$ cat src/rtl/mem_sp_pipe.sv
// Single-port RAM with valid/ready requests, byte-strobed writes, a configurable
// read pipeline and one-cycle error strobes for out-of-range addresses.
module mem_sp_pipe #(
  parameter int unsigned DATA_WIDTH = 32,
  parameter int unsigned DEPTH      = 16,
  parameter int unsigned ADDR_WIDTH = 8,
  parameter int unsigned RD_LATENCY = 2
) (
  input  logic                    clk,
  input  logic                    rst,
  input  logic                    valid,
  output logic                    ready,
  input  logic                    wr_rd,
  input  logic [ADDR_WIDTH-1:0]   addr,
  input  logic [DATA_WIDTH-1:0]   wdata,
  input  logic [DATA_WIDTH/8-1:0] wstrb,
  output logic [DATA_WIDTH-1:0]   rdata,
  output logic                    rvalid,
  output logic                    err
);

  localparam int unsigned NumBytes = DATA_WIDTH / 8;
  localparam int unsigned IdxWidth = (DEPTH > 1) ? $clog2(DEPTH) : 1;

  typedef enum logic [0:0] {StIdle, StRdWait} state_e;

  state_e                state_q, state_d;
  logic [1:0]            cnt_q, cnt_d;
  logic [DATA_WIDTH-1:0] mem_q [DEPTH];
  logic [DATA_WIDTH-1:0] mem_d [DEPTH];
  logic [RD_LATENCY-1:0] pipe_vld_q, pipe_vld_d;
  logic [RD_LATENCY-1:0] pipe_err_q, pipe_err_d;
  logic [DATA_WIDTH-1:0] pipe_data_q [RD_LATENCY];
  logic [DATA_WIDTH-1:0] pipe_data_d [RD_LATENCY];
  logic                  wr_err_q, wr_err_d;

  logic                accept, wr_acc, rd_acc, in_range;
  logic [IdxWidth-1:0] idx;

  // Ready is gated by rst directly so it drops in the very cycle reset is applied.
  assign ready    = ~rst & (state_q == StIdle);
  assign accept   = valid & ready;
  assign wr_acc   = accept & wr_rd;
  assign rd_acc   = accept & ~wr_rd;
  assign in_range = (32'(addr) < DEPTH);
  assign idx      = addr[IdxWidth-1:0];

  assign rvalid = pipe_vld_q[RD_LATENCY-1];
  assign rdata  = pipe_data_q[RD_LATENCY-1];
  assign err    = wr_err_q | pipe_err_q[RD_LATENCY-1];

  // Busy-state sequencing: stay out of IDLE until the response cycle.
  always_comb begin
    state_d = state_q;
    cnt_d   = cnt_q;
    unique case (state_q)
      StIdle: begin
        if (rd_acc && (RD_LATENCY > 1)) begin
          state_d = StRdWait;
          cnt_d   = 2'(RD_LATENCY - 2);
        end
      end
      StRdWait: begin
        if (cnt_q == 2'd0) state_d = StIdle;
        else               cnt_d   = cnt_q - 2'd1;
      end
      default: state_d = StIdle;
    endcase
  end

  // Byte-strobed array update; out-of-range writes only raise the error strobe.
  always_comb begin
    mem_d    = mem_q;
    wr_err_d = wr_acc & ~in_range;
    if (wr_acc && in_range) begin
      for (int unsigned b = 0; b < NumBytes; b++) begin
        if (wstrb[b]) mem_d[idx][8*b +: 8] = wdata[8*b +: 8];
      end
    end
  end

  // Read pipeline; data stages only load behind a valid so rdata holds when idle.
  always_comb begin
    pipe_vld_d  = pipe_vld_q;
    pipe_err_d  = pipe_err_q;
    pipe_data_d = pipe_data_q;
    pipe_vld_d[0] = rd_acc;
    pipe_err_d[0] = rd_acc & ~in_range;
    if (rd_acc) pipe_data_d[0] = in_range ? mem_q[idx] : '0;
    for (int unsigned i = 1; i < RD_LATENCY; i++) begin
      pipe_vld_d[i] = pipe_vld_q[i-1];
      pipe_err_d[i] = pipe_err_q[i-1];
      if (pipe_vld_q[i-1]) pipe_data_d[i] = pipe_data_q[i-1];
    end
  end

  // State registers; reset clears the array and discards in-flight reads.
  always_ff @(posedge clk) begin
    if (rst) begin
      state_q    <= StIdle;
      cnt_q      <= 2'd0;
      wr_err_q   <= 1'b0;
      pipe_vld_q <= '0;
      pipe_err_q <= '0;
      for (int unsigned i = 0; i < RD_LATENCY; i++) pipe_data_q[i] <= '0;
      for (int unsigned i = 0; i < DEPTH; i++) mem_q[i] <= '0;
    end else begin
      state_q     <= state_d;
      cnt_q       <= cnt_d;
      wr_err_q    <= wr_err_d;
      pipe_vld_q  <= pipe_vld_d;
      pipe_err_q  <= pipe_err_d;
      pipe_data_q <= pipe_data_d;
      mem_q       <= mem_d;
    end
  end

endmodule

$ cat config.mk
export PLATFORM = sky130hd
export DESIGN_NAME = mem_sp_pipe
export DESIGN_NICKNAME = d
export VERILOG_FILES = /design/src/rtl/mem_sp_pipe.sv
export SDC_FILE = /design/constraint.sdc
export NUM_CORES = 1
export LEC_CHECK = 0
export ABC_AREA = 1
export CAP_MARGIN = 20
export CORE_ASPECT_RATIO = 1.1
export CORE_MARGIN = 4
export CORE_UTILIZATION = 50
export DETAILED_ROUTE_END_ITERATION = 10
export PLACE_DENSITY_LB_ADDON = 0.2
export RECOVER_POWER = 100
export REMOVE_ABC_BUFFERS = 1
export SYNTH_ARGS = -nofsm -noshare
export SYNTH_HDL_FRONTEND = slang
export SYNTH_SLANG_ARGS = --single-unit
$ cat constraint.sdc
create_clock -name clk -period 1.6 [get_ports clk]
set_input_delay 0.32 -clock clk [delete_from_list [all_inputs] [get_ports clk]]
set_output_delay 0.32 -clock clk [all_outputs]
set_load 0.01 [all_outputs]
==> results.json <==
{
  "layout.cells.non_filler": 4798,
  "final_nets": 4123,
  "fin_crit_ns": 1.779,
  "hold_path_class": "in -> reg",
  "synth-seq-cells": 584,
  "grt_overflow_total": 0,
  "antenna_left": 0,
  "setup_viol": 506,
  "slew_headroom": 0.4978,
  "yosysWarnings": 0,
  "grt_use_met2": 0.4262,
  "critPathLaunch": "addr[3]",
  "wl_per_cell_um": 17.39,
  "synth_seq_area_share": 0.4422,
  "fmax_mhz": 562.2,
  "critPathBufInv": 4,
  "required_ns": 2.11,
  "layout_commonest_cell": "nand2_1",
  "max_stage_delay_ns": 0.51,
  "worst-endpoint-arrival_ns": 2.29,
  "holdBufCountCts": 0,
  "die_w_um": 227.3,
  "row_count": 88,
  "root_buffer": "clkbuf_16",
  "synth.avg_cell_area_um2": 6.705,
  "crit_fanout": 16,
  "reg2reg_from": "state_q",
  "antenna_found_initial": 0,
  "syn_inst": 3943,
  "cts_made_buffers": 59,
  "synth.cell_area_mm2": 0.02644,
  "crit_family": "buffers and inverters",
  "wl_um": 83430,
  "path_clk_slew_ns": 0.06,
  "insertion_delay_ns": 0.62,
  "first_global_vias": 22470,
  "layout-drive-gt1-share": 0.1897,
  "crit_slowest_cell": "clkdlybuf4s50_1",
  "die-area_mm2": 0.05663,
  "hold_start": "rst",
  "n_antenna_cell": 0,
  "grt_setup_unrepaired": "true",
  "final_cell_mix": "nand2_1 (1223), dfxtp_1 (582), a21oi_1 (490), inv_1 (449), o21ai_0 (270)",
  "vdd_drop_max_mv": 0.8240,
  "setup_slack_ns": -0.1787,
  "start_kind": "primary input",
  "path_cells": "clkdlybuf4s50_1, buf_4, nor2_4, inv_1, nor2_2, nand3_1, buf_4, o21ai_0, a21oi_1",
  "power.total_uw": 30960,
  "worst_pin_slew_ns": 0.7533,
  "cts_tree": "done",
  "hpwl_um": 45880,
  "cp-end-kind": "flop",
  "h-tree-depth": 2,
  "track_usage": 0.2607,
  "start_util": 0.5045,
  "cap_viol_max_count": 0,
  "status": "complete, but fails checks",
  "violations": "setup timing",
  "vias": 25800,
  "cts_sinks": 584,
  "fill_cells": 4460,
  "io_buffers": 82,
  "crit_top_cell": "buf_4",
  "dp_cells": 4618,
  "grt_pass1_wl_um": 122100,
  "route.detailed.drc": 0,
  "powerDensity_mw_per_mm2": 899.0,
  "drtPass1Iterations": 8,
  "gp_congestion": 0.8586,
  "finalHoldViolCount": 0,
  "critPathKind": "in -> reg",
  "grt_max_degree": 92,
  "grtUsageMet3": 0.02994,
  "die_h_um": 249.2,
  "grt.busiest_layer": "met2",
  "ys_types": 24,
  "slew_violations": 0,
  "fin_worst_skew_ns": 0.01702,
  "area_growth_syn_to_layout_pct": 30.27,
  "core_area_mm2": 0.05241,
  "first_iter_violations": 2371,
  "vias_per_cell": 5.377,
  "utilization": 0.6572,
  "preCtsSetupSlack_ns": -0.6104,
  "clock_path_buffers": 3,
  "p_leak_uw": 0.01410,
  "ios": 83,
  "finalCritPeriodShare": 1.112,
  "use_met1": 0.3659
}
per-layer routing:
layer,vias to the layer above,routed length (µm)
met2,786,39690
met3,147,4872
met5,-,0
met1,12060,36540
li1,12810,-
met4,0,2330
worst min-delay path: stages:
cell	delay [ns]
buf_2	0.18
nor2_4	0.07
nand3_2	0.08
nor2_1	0.05
report_power, final:
group          switching [µW]  total [µW]  internal, µW
Combinational            1560        2380           821
Sequential               21.1       14600         14600
Clock                    5880       14000          8090
final timing paths:
kind         depth (start not counted)            end  slack, ns
min reg2reg                          2  pipe_err_q[1]       0.40
min                                  4       wr_err_q       0.12
max                                  9     mem_q[450]      -0.18
max reg2reg                         11     mem_q[410]      -0.18
synth_stat cells:
| master | instances | area [µm²] |
|---|---|---|
| a21oi_1 | 545 | 2728 |
| buf_1 | 21 | 78.83 |
| buf_12 | 1 | 20.02 |
| buf_2 | 105 | 525.5 |
| buf_4 | 45 | 337.8 |
| buf_6 | 1 | 11.26 |
| clkbuf_1 | 140 | 525.5 |
| dfxtp_1 | 584 | 11690 |
| ha_1 | 1 | 12.51 |
| inv_1 | 452 | 1697 |
| inv_2 | 4 | 15.01 |
| nand2_1 | 1223 | 4591 |
| nand2_2 | 4 | 25.02 |
| nand2_4 | 1 | 11.26 |
| nand3_1 | 53 | 265.3 |
| nand3_2 | 1 | 10.01 |
| nor2_1 | 85 | 319.1 |
| nor2_2 | 3 | 18.77 |
| nor2_4 | 5 | 56.30 |
| nor2_8 | 10 | 200.2 |
| o21ai_0 | 622 | 3113 |
| o21ai_1 | 35 | 175.2 |
| o22ai_1 | 1 | 6.260 |
| or2_2 | 1 | 6.260 |
sequential cells by signal, indices dropped and copies added (netlist names):
signal and cells:
rdata 32, wr_err_q 1, pipe_data_q 32, pipe_err_q 2
state_q 1, mem_q 512, pipe_vld_q 2, cnt_q 2
through the flow:
step	cell area, µm²	hold slack, ns	TNS, ns
2_1_floorplan	24940	0.3883	-2675.98
3_3_place_gp	29380	0.3912	-262.53
3_5_place_dp	29380	0.4028	-264.20
4_1_cts	32500	0.09198	-37.32
5_1_grt	34440	0.1190	-72.08
6_report	34440	0.1170	-41.21
cells by family (layout without fill, tap and decap cells):
group | count (synthesis) | count (layout) | synth area share
AND/OR/NAND/NOR | 1386 | 1395 | 0.2081
AO/OA/AOI/OAI | 1203 | 1203 | 0.2278
buffers and inverters | 769 | 940 | 0.1214
flip-flops | 584 | 584 | 0.4422
adder cells (fa/ha/maj) | 1 | 1 | 0.0004732
repair_timing:
item,in CTS,in global routing
endpoints found under the setup margin,125,517
pin swaps,34,23
gates resized for setup,425,501
cloned,18,32
setup buffers,21,2
final cells by class:
type	count	area (µm²)	share of cell area
Tap cell	675	844.6	0.02452
Multi-Input combinational cell	2599	13450	0.3906
Inverter	456	1730	0.05024
Timing Repair Buffer	374	4757	0.1381
Sequential cell	584	11690	0.3395
Clock inverter	20	190.2	0.005522
Clock buffer	90	1773	0.05148
Power figures use the tool's default switching activity.
